===== src/rtl/cart_sdram_arbiter.sv =====
// Arbitrates one SDRAM port between ioctl loader byte writes and Z80 cart reads.
// CPU read latency is the mem_ack cycle + 1; ld_wait and cpu_wait_n stall the requesters.
// Optional one-entry read cache when CART_RD_CACHE_EN is defined.
module cart_sdram_arbiter #(
  parameter int ADDR_W        = 25,
  parameter int ACK_TIMEOUT   = 255,
  parameter int MAX_CPU_BURST = 2
) (
  input  logic              clk,
  input  logic              reset_n,
  input  logic              ld_active,
  input  logic              ld_wr,
  input  logic [ADDR_W-1:0] ld_addr,
  input  logic [7:0]        ld_data,
  output logic              ld_wait,
  input  logic              cpu_rd,
  input  logic [ADDR_W-1:0] cpu_addr,
  output logic [7:0]        cpu_data,
  output logic              cpu_wait_n,
  output logic              mem_req,
  output logic              mem_we,
  output logic [ADDR_W-1:0] mem_addr,
  output logic [7:0]        mem_wdata,
  input  logic [7:0]        mem_rdata,
  input  logic              mem_ack,
  output logic              err_ovf,
  output logic              err_timeout
);
  localparam int TW = (ACK_TIMEOUT > 1) ? $clog2(ACK_TIMEOUT) : 1;
  localparam int BW = $clog2(MAX_CPU_BURST + 1);

  typedef enum logic [1:0] {IDLE, LD_ACC, CPU_ACC, DONE} state_t;

  state_t            state, state_nxt;
  logic              cpu_rd_q;
  logic              ld_pend, cpu_pend, cpu_queued;
  logic [ADDR_W-1:0] ld_addr_q, cpu_addr_q;
  logic [7:0]        ld_data_q;
  logic [TW-1:0]     tmr;
  logic [BW-1:0]     cpu_burst;

  logic start, hit, cpu_start_acc, ld_take;
  logic in_acc, acc_end, tmo, ld_end, cpu_end, cpu_ok;
  logic grant_ld, grant_cpu, burst_full;
  logic [7:0] hit_data;

  assign start         = cpu_rd & ~cpu_rd_q;
  assign cpu_start_acc = start & ~hit;
  assign ld_take       = ld_wr & ~ld_pend;

  assign in_acc     = (state == LD_ACC) || (state == CPU_ACC);
  assign tmo        = in_acc & ~mem_ack & (tmr == TW'(ACK_TIMEOUT - 1));
  assign acc_end    = in_acc & (mem_ack | tmo);
  assign ld_end     = (state == LD_ACC) & acc_end;
  assign cpu_end    = (state == CPU_ACC) & acc_end;
  assign cpu_ok     = (state == CPU_ACC) & mem_ack;
  assign burst_full = (cpu_burst == BW'(MAX_CPU_BURST));
  assign grant_ld   = (state == IDLE) && (state_nxt == LD_ACC);
  assign grant_cpu  = (state == IDLE) && (state_nxt == CPU_ACC);

  assign ld_wait    = ld_pend;
  assign cpu_wait_n = ~(cpu_start_acc | cpu_pend);

  always_ff @(posedge clk or negedge reset_n) begin
    if (!reset_n) state <= IDLE;
    else          state <= state_nxt;
  end

  // Loader wins when downloading, when it is the only requester, or when the CPU burst is used up.
  always_comb begin
    state_nxt = state;
    case (state)
      IDLE: begin
        if (ld_pend && (!cpu_pend || ld_active || burst_full)) state_nxt = LD_ACC;
        else if (cpu_pend)                                     state_nxt = CPU_ACC;
      end
      LD_ACC, CPU_ACC: if (acc_end) state_nxt = DONE;
      DONE:    state_nxt = IDLE;
      default: state_nxt = IDLE;
    endcase
  end

  always_comb begin
    mem_req = in_acc;
    mem_we  = (state == LD_ACC);
  end

  always_ff @(posedge clk or negedge reset_n) begin
    if (!reset_n) begin
      cpu_rd_q    <= 1'b0;
      ld_pend     <= 1'b0;
      ld_addr_q   <= '0;
      ld_data_q   <= '0;
      err_ovf     <= 1'b0;
      err_timeout <= 1'b0;
    end else begin
      cpu_rd_q    <= cpu_rd;
      err_ovf     <= err_ovf | (ld_wr & ld_pend);
      err_timeout <= err_timeout | tmo;
      if (ld_take) begin
        ld_pend   <= 1'b1;
        ld_addr_q <= ld_addr;
        ld_data_q <= ld_data;
      end else if (ld_end) begin
        ld_pend   <= 1'b0;
      end
    end
  end

  // A new read arriving while an older one is on the bus must survive that older completion.
  always_ff @(posedge clk or negedge reset_n) begin
    if (!reset_n) begin
      cpu_pend   <= 1'b0;
      cpu_queued <= 1'b0;
      cpu_addr_q <= '0;
      cpu_data   <= 8'hFF;
    end else begin
      if ((state == CPU_ACC) && !cpu_end) cpu_queued <= cpu_queued | cpu_start_acc;
      else                                cpu_queued <= 1'b0;
      if (cpu_start_acc) begin
        cpu_pend   <= 1'b1;
        cpu_addr_q <= cpu_addr;
      end else if (cpu_end && !cpu_queued) begin
        cpu_pend   <= 1'b0;
      end
      if (hit)          cpu_data <= hit_data;
      else if (cpu_end) cpu_data <= cpu_ok ? mem_rdata : 8'hFF;
    end
  end

  always_ff @(posedge clk or negedge reset_n) begin
    if (!reset_n) begin
      mem_addr  <= '0;
      mem_wdata <= '0;
      tmr       <= '0;
      cpu_burst <= '0;
    end else begin
      tmr <= in_acc ? tmr + TW'(1) : '0;
      if (grant_ld) begin
        mem_addr  <= ld_addr_q;
        mem_wdata <= ld_data_q;
        cpu_burst <= '0;
      end else if (grant_cpu) begin
        mem_addr  <= cpu_addr_q;
        if (ld_pend && !burst_full) cpu_burst <= cpu_burst + BW'(1);
      end
    end
  end

`ifdef CART_RD_CACHE_EN
  logic              cache_vld, ld_active_q;
  logic [ADDR_W-1:0] cache_addr;
  logic [7:0]        cache_data;

  assign hit      = start & cache_vld & (cpu_addr == cache_addr);
  assign hit_data = cache_data;

  // Loader data captured this edge is newer than anything read back from SDRAM.
  always_ff @(posedge clk or negedge reset_n) begin
    if (!reset_n) begin
      cache_vld   <= 1'b0;
      ld_active_q <= 1'b0;
      cache_addr  <= '0;
      cache_data  <= '0;
    end else begin
      ld_active_q <= ld_active;
      if (ld_active && !ld_active_q) begin
        cache_vld  <= 1'b0;
      end else if (cpu_ok) begin
        cache_vld  <= 1'b1;
        cache_addr <= mem_addr;
        cache_data <= (ld_take && (ld_addr == mem_addr)) ? ld_data : mem_rdata;
      end else if (ld_take && cache_vld && (ld_addr == cache_addr)) begin
        cache_data <= ld_data;
      end
    end
  end
`else
  assign hit      = 1'b0;
  assign hit_data = 8'hFF;
`endif

endmodule


===== config.mk =====
export PLATFORM = sky130hd
export DESIGN_NAME = cart_sdram_arbiter
export DESIGN_NICKNAME = d
export VERILOG_FILES = /design/src/rtl/cart_sdram_arbiter.sv
export SDC_FILE = /design/constraint.sdc
export NUM_CORES = 1
export LEC_CHECK = 0
export ABC_CLOCK_PERIOD_IN_PS = 2200
export BUFFER_PORTS_ARGS = -buffer_cell sky130_fd_sc_hd__buf_2
export CAP_MARGIN = 20
export CELL_PAD_IN_SITES_DETAIL_PLACEMENT = 0
export CELL_PAD_IN_SITES_GLOBAL_PLACEMENT = 2
export CORE_MARGIN = 3
export CORE_UTILIZATION = 35
export CTS_CLUSTER_DIAMETER = 60
export DETAILED_ROUTE_END_ITERATION = 8
export PLACE_DENSITY_LB_ADDON = 0.1
export SYNTH_ARGS = -nofsm -noshare
export SYNTH_HDL_FRONTEND = slang
export SYNTH_SLANG_ARGS = --single-unit

===== constraint.sdc =====
create_clock -name clk -period 2.2 [get_ports clk]
set_input_delay 0.22 -clock clk [delete_from_list [all_inputs] [get_ports clk]]
set_output_delay 0.22 -clock clk [all_outputs]
set_load 0.005 [all_outputs]

==> flow_metrics.py, run 1 <==
metrics = {
    "timing": {
        "clock_skew_ns": 0.00707,
        "timing.final.crit_share_pct": 89.9,
        "slew_headroom_pct": 37.5,
        "fin_crit_ns": 1.98,
        "maxSlewViolCount": 0,
        "fin_worst_hold_slack_ns": 0.0431,
        "tightest_slew_ns": 0.934,
        "setup_tns_ns": 0,
        "setup_ws_ns": 0.223,
        "hold_violations": 0,
        "max_clock_freq_mhz": 506,
        "rsz0062_at_grt": "false",
        "setup_viol": 0,
    },
    "finish": {
        "diodes": 0,
        "final_cell_mix": "117 x buf_2, 109 x dfrtp_1, 66 x mux2_2",
        "layout-drive-gt1-share_pct": 45.4,
        "mostFrequentLayoutCell": "buf_2",
        "area_growth_pct": 28.6,
        "design_area_mm2": 0.00662,
        "nFillCells": 1329,
        "final_util_pct": 46.8,
        "finalNetCount": 607,
    },
    "cts": {
        "h-tree-depth": 4,
        "numCtsBuffers": 17,
        "cts.clk_slew.worst_paths_ns": 0.05,
        "cts-root-buf": "clkbuf_16",
        "post_cts_buffers": 0,
        "clock_latency_ns": 0.40,
        "cts_tree": "done",
        "clkSinkCount": 117,
        "cts-resized-gates": 0,
        "cts_hold_buf": 2,
        "clock_path_buffers": 2,
    },
    "setup_path": {
        "worstPathCellList": "inv_1 > ha_1 > or3b_1 > a211o_1 > buf_4 > a311oi_1",
        "crit_path_max_fanout": 8,
        "worst-r2r-cell-count": 6,
        "critical_path.endpoint": "mem_addr[17]",
        "crit_family": "compound AO/OA/AOI/OAI gates",
        "worst_path_max_delay_cell": "or3b_1",
        "crit_required_ns": 2.49,
        "r2r_slack_ns": 0.22,
        "slowest_delay_ns": 0.44,
        "cp-startpoint": "cpu_burst[0]",
        "r2r_end": "mem_addr[17]",
        "timing.rr.start": "cpu_burst[0]",
        "crit_type": "reg -> reg",
        "worstPathArrival_ns": 2.27,
        "crit_path_end_kind": "flip-flop",
        "critPathLaunchType": "flip-flop",
        "crit_cells": 6,
        "path_buf_inv": 2,
    },
    "detailed_routing": {
        "ant_nets": 0,
        "drt_iter0_markers": 215,
        "routed_wl_um": 13100,
        "drt_pass1_iterations": 4,
        "dr_total_vias": 3807,
        "wl_per_cell_um": 18.2,
        "via_per_inst": 5.29,
        "route.detailed.drc": 0,
    },
    "run": {
        "drv_cap": 0,
    },
    "floorplan": {
        "die-height_um": 127,
        "start_util_pct": 36.4,
        "dieArea_mm2": 0.0162,
        "std_cell_rows": 43,
        "die_x_um": 127,
        "ios": 119,
        "core_mm2": 0.0141,
    },
    "yosys": {
        "synth_area_per_cell_um2": 12.7,
        "synthDistinctLibCells": 39,
        "synth_area_leaders": "dfrtp_1 53%, mux2_2 14%, a2111oi_0 4.4%, a311oi_1 4.3%, dfstp_2 4.1%",
        "synth_edf_count": 0,
        "synth_ff_type": "dfrtp_1",
        "netlist_area_mm2": 0.00515,
        "async_flop_share_pct": 100,
        "syn_inst": 404,
        "synth.ff_latch_count": 117,
        "yosysWarnings": 0,
        "yosysTopAreaCell": "dfrtp_1",
        "syn_nets": 482,
        "yosys.area.top_type_share_pct": 53.0,
        "ys_seq_area_share_pct": 57.1,
    },
    "global_route": {
        "overflow": 0,
        "grt_pass1_wl_um": 21400,
        "grt_max_degree": 118,
        "grt_usage_pct": 16.9,
        "grt_antenna_before_repair": 0,
        "grt_pass1_vias": 3978,
    },
    "place": {
        "numPortBuffers": 118,
        "pre_cts_slack_ns": 0.222,
        "placement.cell_area_mm2": 0.00601,
        "place_congestion": 0.755,
        "hpwl_um": 8750,
    },
    "worst_hold_path": {
        "hold_class": "in -> reg",
    },
    "power": {
        "power_leakage_nw": 2.97,
        "ir_drop_uv": 702,
        "power_per_cell_area_mw_per_mm2": 1450,
    },
    "status": {
        "outcome": "complete, no violations",
    },
}
[layer usage]
layer	routed length, um	share of wire, %	up-vias	global-route usage [%]
met5	0	0	-	0
met4	124	0.95	0	5.24
met3	782	6.0	11	5.81
met2	6000	46	89	26.2
met1	6170	47	1920	22.4
li1	-	-	1787	-
[per-stage QoR]
stage                     power (mW)  std cells
after floorplan                 5.62        404
after global placement          6.90        688
after detailed placement        6.97        688
after CTS                       9.77        720
after global routing            10.3        720
final                           9.62        720
[sequential cells by signal, summed over array words and instances, names as in the netlist, 8 cells and up]
register    flops
cpu_addr_q     25
ld_addr_q      25
mem_addr       25
cpu_data        8
ld_data_q       8
mem_wdata       8
tmr             8
[final cells by class]
type | count | area [um2] | share of cell area [%]
Multi-Input combinational cell | 220 | 1970 | 29.7
Timing Repair Buffer | 140 | 776 | 11.7
Sequential cell | 117 | 2940 | 44.4
Tap cell | 180 | 225 | 3.40
Clock inverter | 3 | 65.1 | 0.983
Inverter | 33 | 124 | 1.87
Clock buffer | 27 | 523 | 7.90
[synthesized netlist by cell type (5+ instances only)]
| master | instances |
|---|---|
| inv_1 | 32 |
| o21a_1 | 8 |
| dfstp_2 | 8 |
| a21oi_1 | 5 |
| buf_2 | 5 |
| mux2_2 | 66 |
| ha_1 | 6 |
| a211oi_1 | 27 |
| dfrtp_1 | 109 |
| a311oi_1 | 25 |
| o22a_1 | 8 |
| a2111oi_0 | 26 |
| clkbuf_1 | 24 |
| nor2_1 | 8 |
| nand3_1 | 7 |
[power by group]
| part | internal [mW] | total [mW] | leakage [nW] | switching (mW) |
|---|---|---|---|---|
| registers | 3.07 | 3.63 | 1.37 | 0.566 |
| clock network | 1.83 | 2.72 | 0.290 | 0.887 |
| logic | 1.61 | 3.26 | 1.30 | 1.65 |
[cell families after synthesis]
group,share of synthesized area (%)
flip-flops,57.1
AO/OA/AOI/OAI,17.9
buffers and inverters,5.30
multiplexers,14.4
AND/OR/NAND/NOR,3.31
adder cells (fa/ha/maj),1.46
XOR/XNOR,0.511
[worst register-to-register path, delay by kind of cell, from the launching register on]
family | cells | cell delay (ns)
adder cells (fa/ha/maj) | 1 | 0.23
flip-flops | 1 | 0.36
AO/OA/AOI/OAI | 2 | 0.61
AND/OR/NAND/NOR | 1 | 0.44
buffers and inverters | 2 | 0.23
[how the worst min path moves through the flow]
stage	endpoint	cells past startpoint	startpoint
3_3_place_gp	cpu_rd_q	1	cpu_rd
6_report	cpu_addr_q[11]	2	cpu_addr[11]
5_1_grt	cpu_addr_q[2]	2	cpu_addr[2]
2_1_floorplan	cpu_addr_q[0]	0	reset_n
3_5_place_dp	cpu_rd_q	1	cpu_rd
4_1_cts	cpu_addr_q[11]	2	cpu_addr[11]
(Power assumes the default switching activity.)
==> run 2: changes to the inputs <==
--- a/config.mk
+++ b/config.mk
@@ -11,7 +11,7 @@
 export CELL_PAD_IN_SITES_DETAIL_PLACEMENT = 0
 export CELL_PAD_IN_SITES_GLOBAL_PLACEMENT = 2
 export CORE_MARGIN = 3
-export CORE_UTILIZATION = 35
+export CORE_UTILIZATION = 30
 export CTS_CLUSTER_DIAMETER = 60
 export DETAILED_ROUTE_END_ITERATION = 8
 export PLACE_DENSITY_LB_ADDON = 0.1
==> run 2 against run 1 <==
  * Critical path type unchanged
  * Wire length rose by 7.5%
  * Maximum frequency decreased by 1.5%
  * Cell area increased by 1.8%
==> flow_metrics.py, run 2 (same netlist as run 1, synthesis figures left out) <==
metrics = {
    "setup_path": {
        "path_buf_inv": 2,
        "r2r_slack_ns": 0.19,
        "worstPathCellList": "inv_1 > ha_1 > or3b_1 > a211o_2 > buf_12 > a311oi_1",
        "worstPathArrival_ns": 2.31,
        "crit_path_end_kind": "flip-flop",
        "crit_type": "reg -> reg",
        "crit_path_max_fanout": 20,
        "slowest_delay_ns": 0.40,
        "r2r_end": "mem_addr[10]",
        "worst-r2r-cell-count": 6,
        "crit_family": "compound AO/OA/AOI/OAI gates",
        "critPathLaunchType": "flip-flop",
        "crit_required_ns": 2.50,
        "timing.rr.start": "cpu_burst[0]",
        "worst_path_max_delay_cell": "or3b_1",
    },
    "power": {
        "comb_power_share_pct": 34.4,
        "power_switching_mw": 3.32,
        "p_int_mw": 6.48,
        "ir_drop_uv": 691,
        "clockPowerShare_pct": 28.9,
        "power_leakage_nw": 2.98,
        "swShare_pct": 33.9,
        "p_seq_share_pct": 36.6,
        "power_per_cell_area_mw_per_mm2": 1450,
    },
    "cts": {
        "cts-root-buf": "clkbuf_16",
        "cts_tree": "done",
        "numCtsBuffers": 17,
        "clock_latency_ns": 0.41,
        "cts.clk_slew.worst_paths_ns": 0.06,
        "clkSinkCount": 117,
        "post_cts_buffers": 0,
        "clock_path_buffers": 2,
        "h-tree-depth": 4,
    },
    "global_route": {
        "grt_pass1_vias": 4102,
        "grt_pass1_wl_um": 22300,
        "grt_max_degree": 44,
        "grt_usage_pct": 15.6,
        "overflow": 0,
        "grt_antenna_before_repair": 2,
    },
    "timing": {
        "slew_headroom_pct": 58.8,
        "setup_tns_ns": 0,
        "timing.final.crit_share_pct": 91.2,
        "rsz0062_at_grt": "false",
        "hold_violations": 0,
        "setup_viol": 0,
        "max_clock_freq_mhz": 498,
        "fin_crit_ns": 2.01,
        "maxSlewViolCount": 0,
        "clock_skew_ns": 0.00693,
        "tightest_slew_ns": 0.618,
    },
    "detailed_routing": {
        "ant_nets": 0,
        "route.detailed.drc": 0,
        "drt_pass1_iterations": 6,
        "via_per_inst": 5.04,
        "drt_iter0_markers": 171,
        "dr_total_vias": 3843,
        "routed_wl_um": 14000,
        "wl_per_cell_um": 18.4,
    },
    "finish": {
        "area_growth_pct": 31.0,
        "diodes": 0,
        "final_cell_mix": "117 x buf_2, 109 x dfrtp_1, 66 x mux2_2",
        "reg_top3": "cpu_addr_q x25, ld_addr_q x25, mem_addr x25",
        "finalNonFillerCells": 762,
        "mostFrequentLayoutCell": "buf_2",
        "layout-drive-gt1-share_pct": 46.5,
        "finalNetCount": 607,
    },
    "worst_hold_path": {
        "hold_class": "in -> reg",
        "whs_endpoint": "ld_data_q[6]",
        "whs_path_depth": 2,
        "hp-start": "ld_data[6]",
    },
    "place": {
        "dp_cells": 728,
        "hpwl_um": 9400,
        "numPortBuffers": 118,
        "place_congestion": 0.730,
    },
    "floorplan": {
        "core_mm2": 0.0167,
        "std_cell_rows": 47,
        "die-height_um": 137,
        "dieArea_mm2": 0.0188,
        "die_x_um": 137,
        "ios": 119,
        "start_util_pct": 30.8,
    },
    "status": {
        "outcome": "complete, no violations",
    },
    "run": {
        "drv_cap": 0,
    },
}
run 2: cell types whose count changed in the layout (fill, tap and decap cells not counted):
cell        delta
inv_6          +1
clkinv_2       +1
buf_4          -4
clkinvlp_4     +4
clkbuf_1       -4
buf_12         +4
clkinv_4       +5
a211o_2        +1
a211o_1        -1
bufinv_16      +1
clkbuf_8       -6
run 2: worst reg2reg max path, stage by stage, from the launching register on:
cell	delay, ns
dfrtp_1	0.36
inv_1	0.05
ha_1	0.23
or3b_1	0.40
a211o_2	0.39
buf_12	0.19
a311oi_1	0.29
run 2: worst max-delay path by stage:
stage                             from           end  cells after the start
after global routing      cpu_burst[0]   mem_addr[7]                      6
final                     cpu_burst[0]  mem_addr[10]                      6
after global placement    cpu_burst[0]  mem_addr[10]                      6
after CTS                 cpu_burst[0]   mem_addr[8]                      6
after floorplan               state[0]  mem_wdata[2]                      8
after detailed placement  cpu_burst[0]  mem_addr[21]                      6
run 2: stage by stage:
step | worst slack [ns] | power (mW) | area [um2] | util (%) | hold WS (ns)
5_1_grt | 0.00964 | 10.5 | 6740 | 40.4 | 0.0150
2_1_floorplan | 0.255 | 5.62 | 5150 | - | -0.0756
3_3_place_gp | 0.236 | 6.97 | 6110 | 36.6 | 0.284
3_5_place_dp | 0.177 | 7.06 | 6110 | 36.6 | 0.286
4_1_cts | 0.138 | 9.95 | 6740 | 40.4 | 0.0146
6_report | 0.194 | 9.80 | 6740 | 40.4 | 0.0346
run 2: repair_timing:
action | in CTS | in global routing
endpoints found under the hold margin | 33 | 0
hold buffers | 2 | 0
endpoints found under the setup margin | 0 | 1
gates resized for setup | 0 | 1
run 2: cell type report:
type,count,area [um2]
sequential,117,2940
fill,1677,9960
tap,220,275
timing repair buffer,140,826
clock buffer,17,425
clock inverter,15,183
multi-input combinational,220,1970
inverter,33,124
run 2: per-layer routing:
metal | part of all wire [%] | global-route usage [%] | up-vias
li1 | - | - | 1793
met1 | 45 | 20.0 | 1920
met2 | 47 | 24.5 | 106
met3 | 6.2 | 5.26 | 20
met4 | 1.6 | 6.26 | 4
met5 | 0.18 | 0 | -
run 2: power by group through the flow:
stage | logic (mW) | clock network [mW] | registers, mW
after floorplan | 2.10 | 0 | 3.52
after global placement | 3.34 | 0 | 3.63
after detailed placement | 3.42 | 0 | 3.64
after CTS | 3.45 | 2.90 | 3.61
after global routing | 3.75 | 3.00 | 3.72
final | 3.37 | 2.83 | 3.59
